File: config.mk
export PLATFORM = sky130hd
export DESIGN_NAME = waveform_capture_scheduler
export DESIGN_NICKNAME = d
export VERILOG_FILES = /design/src/rtl/gmsk_capture_pkg.sv /design/src/rtl/sample_tick_gen.sv /design/src/rtl/waveform_capture_scheduler.sv
export SDC_FILE = /design/constraint.sdc
export NUM_CORES = 1
export LEC_CHECK = 0
export ABC_CLOCK_PERIOD_IN_PS = 3100
export CORE_ASPECT_RATIO = 1.1
export CORE_UTILIZATION = 48
export DETAILED_ROUTE_END_ITERATION = 8
export MAX_ROUTING_LAYER = met4
export PLACE_DENSITY_LB_ADDON = 0.1
export SLEW_MARGIN = 20
export SYNTH_ARGS = -nofsm -noshare
export SYNTH_HDL_FRONTEND = slang
export SYNTH_HIERARCHICAL = 1
export SYNTH_SLANG_ARGS = --single-unit
File: constraint.sdc
create_clock -name clk -period 3.1 [get_ports clk]
set_input_delay 0.775 -clock clk [delete_from_list [all_inputs] [get_ports clk]]
set_output_delay 0.775 -clock clk [all_outputs]
set_load 0.02 [all_outputs]
File: src/rtl/gmsk_capture_pkg.sv
// ============================================================================
// gmsk_capture_pkg : shared FSM state type and default build constants
// Rev 1.0 - initial release
// ============================================================================
`default_nettype none

package gmsk_capture_pkg;

  localparam int DEF_BITS     = 16;
  localparam int DEF_COLUMNS  = 2;
  localparam int DEF_ROWS     = 64000;
  localparam int DEF_TICK_DIV = 15625;

  typedef enum logic [1:0] {
    ST_IDLE      = 2'd0,
    ST_WAIT_TICK = 2'd1,
    ST_EMIT      = 2'd2,
    ST_DONE      = 2'd3
  } cap_state_t;

  // Index width that never collapses to zero bits for a single-entry range.
  function automatic int idx_width(input int n);
    return (n > 1) ? $clog2(n) : 1;
  endfunction

endpackage

`default_nettype wire

File: src/rtl/sample_tick_gen.sv
// ============================================================================
// sample_tick_gen : modulo-TICK_DIV cycle counter, tick on the last count
// Rev 1.0 - initial release
// ============================================================================
`default_nettype none

module sample_tick_gen
  import gmsk_capture_pkg::*;
#(
  parameter int TICK_DIV = DEF_TICK_DIV
) (
  input  logic clk,
  input  logic rst,
  input  logic clear,
  output logic tick
);

  localparam int              CNT_W = idx_width(TICK_DIV);
  localparam logic [CNT_W-1:0] LAST = CNT_W'(TICK_DIV - 1);

  logic [CNT_W-1:0] count;

  always_ff @(posedge clk) begin
    if (rst || clear) begin
      count <= '0;
    end else if (count == LAST) begin
      count <= '0;
    end else begin
      count <= count + 1'b1;
    end
  end

  assign tick = (count == LAST);

endmodule

`default_nettype wire

File: src/rtl/waveform_capture_scheduler.sv
// ============================================================================
// waveform_capture_scheduler : periodic row capture, serialized column stream
// Optional build macro CAPTURE_OVERRUN_CNT_EN adds a 16-bit dropped-row count.
// Rev 1.0 - initial release
// ============================================================================
`default_nettype none

module waveform_capture_scheduler
  import gmsk_capture_pkg::*;
#(
  parameter int BITS     = DEF_BITS,
  parameter int COLUMNS  = DEF_COLUMNS,
  parameter int ROWS     = DEF_ROWS,
  parameter int TICK_DIV = DEF_TICK_DIV
) (
  input  logic                    clk,
  input  logic                    rst,
  input  logic                    start,
  input  logic [BITS*COLUMNS-1:0] data,
  output logic [BITS-1:0]         out_data,
  output logic                    out_valid,
  input  logic                    out_ready,
  output logic                    out_last,
  output logic                    busy,
  output logic                    done,
  output logic                    overrun
`ifdef CAPTURE_OVERRUN_CNT_EN
  ,
  output logic [15:0]             overrun_cnt
`endif
);

  localparam int              ROW_W    = $clog2(ROWS + 1);
  localparam int              COL_W    = idx_width(COLUMNS);
  localparam logic [ROW_W-1:0] LAST_ROW = ROW_W'(ROWS - 1);
  localparam logic [COL_W-1:0] LAST_COL = COL_W'(COLUMNS - 1);

  cap_state_t       state, next_state;
  logic [BITS-1:0]  row_buf [COLUMNS];
  logic [ROW_W-1:0] row_cnt;
  logic [COL_W-1:0] col;
  logic             tick;
  logic             tick_clear;
  logic             run_start, capture, col_inc, row_inc, drop;

  assign tick_clear = (state == ST_IDLE) || (state == ST_DONE);

  sample_tick_gen #(
    .TICK_DIV (TICK_DIV)
  ) u_tick (
    .clk   (clk),
    .rst   (rst),
    .clear (tick_clear),
    .tick  (tick)
  );

  always_ff @(posedge clk) begin
    if (rst) begin
      state <= ST_IDLE;
    end else begin
      state <= next_state;
    end
  end

  always_comb begin
    next_state = state;
    run_start  = 1'b0;
    capture    = 1'b0;
    col_inc    = 1'b0;
    row_inc    = 1'b0;
    drop       = 1'b0;
    case (state)
      ST_IDLE, ST_DONE: begin
        if (start) begin
          next_state = ST_WAIT_TICK;
          run_start  = 1'b1;
        end
      end
      ST_WAIT_TICK: begin
        if (tick) begin
          capture    = 1'b1;
          next_state = ST_EMIT;
        end
      end
      ST_EMIT: begin
        if (out_ready && (col == LAST_COL)) begin
          row_inc = 1'b1;
          if (row_cnt == LAST_ROW) begin
            next_state = ST_DONE;
          end else if (tick) begin
            capture = 1'b1;
          end else begin
            next_state = ST_WAIT_TICK;
          end
        end else begin
          col_inc = out_ready;
          // A tick while the current row is still draining loses the new row.
          drop    = tick;
        end
      end
      default: next_state = ST_IDLE;
    endcase
  end

  always_ff @(posedge clk) begin
    if (rst) begin
      row_cnt <= '0;
      col     <= '0;
      overrun <= 1'b0;
      for (int j = 0; j < COLUMNS; j++) begin
        row_buf[j] <= '0;
      end
    end else begin
      if (run_start) begin
        row_cnt <= '0;
        col     <= '0;
        overrun <= 1'b0;
      end
      if (capture) begin
        col <= '0;
        for (int j = 0; j < COLUMNS; j++) begin
          row_buf[j] <= data[BITS*j +: BITS];
        end
      end else if (col_inc) begin
        col <= col + 1'b1;
      end
      if (row_inc) begin
        row_cnt <= row_cnt + 1'b1;
      end
      if (drop) begin
        overrun <= 1'b1;
      end
    end
  end

`ifdef CAPTURE_OVERRUN_CNT_EN
  always_ff @(posedge clk) begin
    if (rst || run_start) begin
      overrun_cnt <= '0;
    end else if (drop && (overrun_cnt != 16'hFFFF)) begin
      overrun_cnt <= overrun_cnt + 16'd1;
    end
  end
`endif

  assign out_valid = (state == ST_EMIT);
  assign out_last  = out_valid && (col == LAST_COL);
  assign out_data  = out_valid ? row_buf[col] : '0;
  assign busy      = (state == ST_WAIT_TICK) || (state == ST_EMIT);
  assign done      = (state == ST_DONE);

endmodule

`default_nettype wire

Word-level counts from Yosys, hierarchy flattened
Memory sizes are Yosys's and may differ from the RTL's. A register that Yosys moved wholly into a read port is not among the register bits. Index checks and enable logic that the tools add are counted.

Flip-flop bits (word level): 34. Latch bits: 0. RAM bits: 32. ROM bits: 0. Input bits: 36. Output and inout port bits: 21. Word-level logic and storage cells: 66. Memories kept: 1.

Add/sub/neg operators: 3. Multiply operators: 0. Div/mod/pow operators: 0. $lt $le $gt $ge: 0. Eq/ne operators: 9. Shift operators: 0. Mux-type cells: 33. Bitwise gates (word level): 2. Reductions and logical operators: 13.

Memories: row_buf (depth 2, bits a word 16, read ports 1, clocked after memory_dff 1, write ports 2, RTL line waveform_capture_scheduler.sv:39) `logic [BITS-1:0] row_buf [COLUMNS];`.

Operators by type and width (number): two-way mux 16 bit (5); two-way mux 1 bit (21); adder 16 x 1 -> 16 bit, second input constant (1); equality test 16 bit, second input constant (1); adder 14 x 1 -> 14 bit, second input constant (1); equality test 14 bit, second input constant (1); two-way mux 2 bit (5); case mux 2 bit (3 select lines) (1); nonzero test 2 bit (3); OR reduction 2 bit (3); equality test 2 bit, second input constant (2); != test 2 bit, second input constant (2); AND reduction 4 bit (1); logical OR 1 bit (3); != test 3 x 2 -> 1 bit, second input constant (1); equality test 2 x 1 -> 1 bit, second input constant (1); logical AND 1 bit (2); zero test 2 bit (1); != test 2 x 1 -> 1 bit, second input constant (1); bitwise OR 1 bit (2); case mux 1 bit (2 select lines) (1); adder 1 bit, second input constant (1).

Logic depth before layout (Yosys ltp)
Word-level depth: 9. Depth in mapped cells: 9. Gate-level depth less buffers: 8.

By module
Netlist, hierarchy kept.

By module, submodules not included: waveform_capture_scheduler (times used 1, cells each 245, area each 2611.3 sq um, seq. area each 1381.3 sq um); sample_tick_gen (times used 1, cells each 73, area each 658.1 sq um, seq. area each 280.3 sq um).

Least setup slack after synthesis
No wires, ideal clock.

Kind: register -> register. Start: register u_tick.count[0]. End: memory row_buf[0][0] (netlist name) (enable). Setup time: 0.388 ns. Arrival time: 2.542 ns. Data required time: 2.712 ns. Slack: 0.170 ns. Cell stages (with the launch flop): 10. Path buffers: 1. Clock period less this slack: 2.930 ns. Cell sequence: dfxtp_1 > inv_1 > ha_1 > or2b_2 > nor4_2 > and2_1 > o41ai_2 > o21ai_2 > clkbuf_2 > a21o_1.

RTL lines: start, declared (RTL line sample_tick_gen.sv:21) `logic [CNT_W-1:0] count;`; start signal, assigned (RTL line sample_tick_gen.sv:29) `count <= count + 1'b1;`; end, declared (RTL line waveform_capture_scheduler.sv:39).

Worst setup path in the final report
Start: register state[0]. End: output out_data[9].

Cells in the longest elaborated chain, start to end: 2.

Ends and longest elaborated chain: start, declared (RTL line waveform_capture_scheduler.sv:38) `cap_state_t state, next_state;`; start signal, assigned (RTL line waveform_capture_scheduler.sv:61) `state <= next_state;`; equality test 2 bit (RTL line waveform_capture_scheduler.sv:146) `assign out_valid = (state == ST_EMIT);`; two-way mux 16 bit (RTL line waveform_capture_scheduler.sv:148) `assign out_data = out_valid ? row_buf[col] : '0;`; end, declared (RTL line waveform_capture_scheduler.sv:20) `output logic [BITS-1:0] out_data,`.

Every way passes these cells.

==> results.md <==
- Final wirelength: 6.595 mm
- Delay-heaviest family, CP: buffers and inverters
- Vias in the first global route: 2393
- Remaining global-route overflow: 0
- Reg power frac: 0.508
- Asr flop ratio synth: 0
- Comb power frac: 0.071
- Outcome: finished, final reports clean
- Finish-stage setup viols: 0
- Worst-path cell chain: inv_1, ha_2, nor2b_1, clkdlybuf4s50_1
- Max-slew violations: 0
- Synthesis-to-finish area growth: 26.33%
- Netlist cell types: 49
- Via-to-Cell Ratio: 5.541
- Max-Slew Margin vs Limit: 0.6512
- Syn Inst Count: 318
- Slew @ Worst Pin: 0.5208 ns
- Clock share of power: 0.422
- Number of buffers and inverters on the critical path: 2
- CP Max Fanout: 25
- Core area: 6594 um2
- 1st-iter DRT viols: 137
- Unrepaired setup endpoints after global routing: no
- Pwr per Cell Area: 452.9 nW/um2
- GRT Util Overall: 0.2076
- Worst Hold Class: flop to flop
- Initial antenna violation count: 0
- Post-synth top area share: 0.2939
- Worst hold slack: 0.4852 ns
- Sw Ratio: 0.2099
- Setup_tns: 0 ns
- Worst stage delay on the critical path: 0.61 ns
- WS Path Type: flop to output pin
- Synthesized Nets: 360
- Reg clk slew, reported paths: 0.07 ns
- Layout net count: 417
- # DRC: 0
- Flops & latches, synth: 67
- Fmax: 0.3619 GHz
- Period Utilization, post-route: 0.8915
- FILL cells: 555
- Clock Sink Count: 67
- Total number of vias: 2560
- RD Place Congestion: 0.7860
- Total CTS buffers: 9
- Antenna-violating nets left: 0
- Leakage Power: 1.490 nW
- Int Power: 1.478 mW
- Dominant synthesized flop cell: dfxtp_1
- Hold Fails Final Rpt: 0
- Detailed Routing Iterations Pass 1: 4
- Critical Path End Type: output pin
- Slowest CP cell: clkdlybuf4s50_1
- # port buffers: 56
- TritonCTS clock tree: built
- Setup bufs post-CTS: 0
- Ports: 57
- Worst Setup Start Kind: flop
- Die width: 80.69 um
- Routing usage on met3: 0.03918
- DR WL/cell: 14.27 um
- Worst VDD drop: 0.0003040 V
- Synth cell count leaders: and3_1, dfxtp_1, edfxtp_1, nor2_1, nand2_1
- H-tree depth: 3
- Longest Clk Path Bufs: 2
- Max cap viols: 0
- YS warnings: 6
- Post-Syn Area: 3269 um2
- Switch Pwr: 392.7 uW
- Worst-Skew Late Latency: 0.34 ns
- Root Driver: clkbuf_8
- Req. time, crit path: 2.32 ns
- Area leader, netlist: edfxtp_1
- Worst Skew: 0.008474 ns
- Site row count: 31
- Largest net degree at the start of global routing: 34
- Layout cells sized above 1: 0.08947
- Met1 Track Usage GR: 0.2518
- First-pass GRT wire length: 11.01 mm
- N_diodes: 0
- Met2 GRT Util: 0.3428
- Avg Synthesized Cell Area: 10.28 um2
- Placed wire-length estimate: 4.435 mm
- Register area share after synthesis: 0.5082
- Die Y-Extent: 88.56 um
- Gr busiest metal: met2
- Worst Path Arrival: 1.99 ns
- Top cells by area, synth: edfxtp_1, dfxtp_1, and3_1, mux2i_1, nor2b_1
- Post-synth EDFFs: 32
- Min cycle time layout: 2.764 ns
- DIE AREA: 7146 um2
- Initial core utilization: 0.4958
## power groups by stage
stage                     Sequential (mW)  Combinational [mW]  Clock (mW)
after floorplan                     0.968              0.0670           0
after global placement              0.969               0.130           0
after detailed placement            0.970               0.130           0
after CTS                           0.950               0.131       0.803
after global routing                0.951               0.145       0.836
final                               0.950               0.132       0.789
## metrics by stage
step           setup slack (ns)  instance area [um2]  instances  power [mW]    util
2_1_floorplan            0.1703                 3269        318       1.035       -
3_3_place_gp             0.5122                 3910        446       1.099  0.5930
3_5_place_dp             0.4268                 3910        446       1.100  0.5930
4_1_cts                 0.05774                 4128        462       1.884  0.6260
5_1_grt                  0.1939                 4130        462       1.933  0.6264
6_report                 0.3364                 4130        462       1.871  0.6264
## worst register-to-register path, delay by kind of cell, from the launching register on
family,cells,cell delay [ns]
buffers and inverters,3,0.45
adder cells (fa/ha/maj),1,0.13
AO/OA/AOI/OAI,3,0.45
AND/OR/NAND/NOR,3,0.75
flip-flops,1,0.35
## placed cells by master (no fill, tap or decap), types with 6 or more instances in the layout
cell type and instances:
nor2b_1 16, clkbuf_8 10, nand3_1 15, clkdlybuf4s50_1 56
xnor2_1 11, o21ai_0 6, dfxtp_1 35, and3_1 35
nand2_1 19, a21oi_1 10, inv_1 13, buf_4 7
edfxtp_1 32, nor2_1 25, mux2i_1 16
## final timing paths
path	from	to	slack, ns	depth (start not counted)
max	state[0]	out_data[9]	0.34	4
min	u_tick/count[0]	u_tick/count[0]	0.49	1
max reg2reg	u_tick/count[0]	row_buf[1][11]	0.68	10
min reg2reg	u_tick/count[0]	u_tick/count[0]	0.49	1
## what timing repair did
item                       4_1_cts  5_1_grt
resized for setup                0        1
hold buffers                     0        0
setup endpoints to repair        0       14
## metal layers
| metal | up-vias | share of wire |
|---|---|---|
| met1 | 1209 | 0.45 |
| met3 | 11 | 0.044 |
| met2 | 62 | 0.49 |
| met5 | - | 0 |
| met4 | 0 | 0.012 |
| li1 | 1278 | - |
## flip-flops by register name (all words and copies together), names as in the netlist, named ones only
signal        flops
row_buf          32
row_cnt          16
u_tick/count     14
state             2
col               1
overrun           1
## cell type report
class                           count  area [um2]  share of cell area
Sequential cell                    67        1662              0.4023
Multi-Input combinational cell    220        1466              0.3550
Timing Repair Buffer               64       633.1              0.1533
Clock buffer                       11       141.4             0.03423
Tap cell                           82       102.6             0.02484
Clock inverter                      5       76.32             0.01848
Inverter                           13       48.80             0.01181
## kinds of logic (layout without fill, tap and decap cells)
kind of cell,Yosys count,in the layout,share of synthesized area
flops,67,67,0.5082
compound gates,40,40,0.08726
fa+ha+maj,6,6,0.02296
xor+xnor,13,13,0.03483
simple gates,145,145,0.2537
buf+inv,31,93,0.04401
mux,16,16,0.04898
Power figures use the tool's default switching activity.
==> edit (config.mk and constraints unchanged) <==
Put one more register stage on the output `overrun`. The value now appears one clock later. The other outputs are not delayed to match.
--- a/src/rtl/waveform_capture_scheduler.sv
+++ b/src/rtl/waveform_capture_scheduler.sv
@@ -34,6 +34,8 @@
   localparam int              COL_W    = idx_width(COLUMNS);
   localparam logic [ROW_W-1:0] LAST_ROW = ROW_W'(ROWS - 1);
   localparam logic [COL_W-1:0] LAST_COL = COL_W'(COLUMNS - 1);
+
+  logic overrun_s0;
 
   cap_state_t       state, next_state;
   logic [BITS-1:0]  row_buf [COLUMNS];
@@ -106,7 +108,7 @@
     if (rst) begin
       row_cnt <= '0;
       col     <= '0;
-      overrun <= 1'b0;
+      overrun_s0 <= 1'b0;
       for (int j = 0; j < COLUMNS; j++) begin
         row_buf[j] <= '0;
       end
@@ -114,7 +116,7 @@
       if (run_start) begin
         row_cnt <= '0;
         col     <= '0;
-        overrun <= 1'b0;
+        overrun_s0 <= 1'b0;
       end
       if (capture) begin
         col <= '0;
@@ -128,7 +130,7 @@
         row_cnt <= row_cnt + 1'b1;
       end
       if (drop) begin
-        overrun <= 1'b1;
+        overrun_s0 <= 1'b1;
       end
     end
   end
@@ -149,6 +151,10 @@
   assign busy      = (state == ST_WAIT_TICK) || (state == ST_EMIT);
   assign done      = (state == ST_DONE);
 
+  always_ff @(posedge clk) begin
+    overrun <= overrun_s0;
+  end
+
 endmodule
 
 `default_nettype wire
Formal check against the unedited RTL: no difference found for any inputs over 10 cycles, from zero or initial values and one cycle with rst high; that may be too few to reach the edited logic, so the function may still have changed.
==> edit against the original RTL <==
  * Count of clock-buffer cells in the layout decreased by 1
  * Non-clock buffer count is the same
  * Global-route usage decreased by 0.079 points
  * Power up 6.5%
  * Setup slack worse by 32 ps
  * Routed wire length up 0.88%
  * Design area grew 1.2%
  * Sequential cell count rose by 1
  * Register-to-register slack gained 20 ps
  * Synthesized area grew 0.61%
  * Critical endpoint is now out_data[8]
==> edit: results (changes against the original RTL) <==
- Most frequent cells after synthesis: dfxtp_1 (36), and3_1 (35), edfxtp_1 (32), nor2_1 (25), nand2_1 (19) (was and3_1 (35), dfxtp_1 (35), edfxtp_1 (32), nor2_1 (25), nand2_1 (19))
- Iter 0 DRT Violations: 98 (was 137)
- Syn nets: 361 (was 360)
- Synth Area in Adders: 2.28% (was 2.30%)
- Vias in the first global route: 2,450 (was 2,393)
- Sequential area share after synthesis: 51.1% (was 50.8%)
- First-pass GRT wire length: 10.9 mm (was 11.0 mm)
- Top cells by area, synth: edfxtp_1 (29%), dfxtp_1 (22%), and3_1 (6.7%) (was edfxtp_1 (29%), dfxtp_1 (21%), and3_1 (6.7%))
- VDD IR max: 0.299 mV (was 0.304 mV)
- H-Tree Depth: 3 (unchanged)
- Slew headroom: 62.8% (was 65.1%)
- Xor and xnor area share after synthesis: 3.46% (was 3.48%)
- Post-DP HPWL: 4.40 mm (was 4.44 mm)
- M3 GR Usage: 4.02% (was 3.92%)
- Wire per inst: 14.4 um (was 14.3 um)
- Main combinational cell family by area after synthesis: simple AND/OR/NAND/NOR gates (unchanged)
- Status: finished, final reports clean (unchanged)
- Router iterations before antenna repair: 5 (was 4)
- Met1 usage: 23.9% (was 25.2%)
- Via-to-Cell Ratio: 5.52 (was 5.54)
- Antenna diodes: 0 (unchanged)
- Global Route Usage Sum: 20.7% (was 20.8%)
- Lkg Pwr: 1.51 nW (was 1.49 nW)
- Fill cells: 547 (was 555)
- Placed inst area: 3930 sq um (was 3910 sq um)
- Count of cell types in the netlist: 49 (unchanged)
- CTS root buf: clkbuf_8 (unchanged)
- Gpl congestion: 0.781 (was 0.786)
- Worst clock skew: 11.7 ps (was 8.47 ps)
- Share of cells above drive strength 1: 9.19% (was 8.95%)
- Met2 GRT Util: 33.7% (was 34.3%)
- Compound-Gate Fraction of Synth Area: 8.67% (was 8.73%)
- Critical path arrival: 2020 ps (was 1990 ps)
- Number of port buffers: 56 (unchanged)
- Sw Ratio: 20.9% (was 21.0%)
- Multiplexer share of the synthesized area: 4.87% (was 4.90%)
- Nets: 418 (was 417)
- Post-synth EDFFs: 32 (unchanged)
==> edit: cell types whose count changed in the layout (fill, tap and decap cells not counted) <==
cell,delta
clkinv_4,+2
bufinv_16,+1
clkbuf_1,-1
clkinv_2,-1
clkinvlp_4,-1
dfxtp_1,+1
==> edit: logic make-up (layout without fill, tap and decap cells) <==
kind of cell,Yosys count,in the layout
xor gates and xnor gates,13,13
and+or+nand+nor,145,145
muxes,16,16
DFF,68,68
buffers and inverters,31,93
AOI/OAI and AO/OA,40,40
adders and majority gates,6,6
==> edit: power groups by stage <==
stage                     Combinational (mW)  Clock, mW  Sequential (mW)
final                                  0.132      0.898            0.962
after global routing                   0.142      0.946            0.964
after CTS                              0.131      0.910            0.963
after detailed placement               0.131          0            0.983
after global placement                 0.130          0            0.982
after floorplan                       0.0670          0            0.981
==> edit: final timing paths <==
check / from / to / slack (ps) / cells past startpoint
worst max register to register: u_tick/count[0] / row_buf[0][5] / 700 / 10
worst min-delay path: overrun_s0 / overrun / 360 / 0
worst min register to register: overrun_s0 / overrun / 360 / 0
worst max-delay path: state[0] / out_data[8] / 300 / 4
==> edit: critical path, cell delays in order (launching register included) <==
cell and delay [ps]:
dfxtp_1 340, inv_1 80, ha_2 430, nor2b_1 210, clkdlybuf4s50_1 610
==> edit: area by class of cell <==
| type | count | share of cell area (%) |
|---|---|---|
| Inverter | 13 | 1.17 |
| Timing Repair Buffer | 64 | 15.1 |
| Clock inverter | 6 | 2.66 |
| Sequential cell | 68 | 40.2 |
| Multi-Input combinational cell | 220 | 35.1 |
| Tap cell | 82 | 2.45 |
| Clock buffer | 10 | 3.29 |
==> edit: layer usage <==
| layer | wire (um) | vias up |
|---|---|---|
| li1 | - | 1279 |
| met1 | 2980 | 1205 |
| met2 | 3210 | 56 |
| met3 | 320 | 15 |
| met4 | 140 | 0 |
| met5 | 0 | - |
==> edit: through the flow <==
step	std cells	util, %	setup WS, ps
3_3_place_gp	447	59.6	490
3_5_place_dp	447	59.6	394
2_1_floorplan	319	-	170
6_report	463	63.4	304
5_1_grt	463	63.4	183
4_1_cts	463	63.4	10.8
==> edit: timing repair <==
action | 4_1_cts | 5_1_grt
setup endpoints to repair | 0 | 17
hold buffers | 0 | 0
setup buffers | 0 | 0
resized for setup | 0 | 1
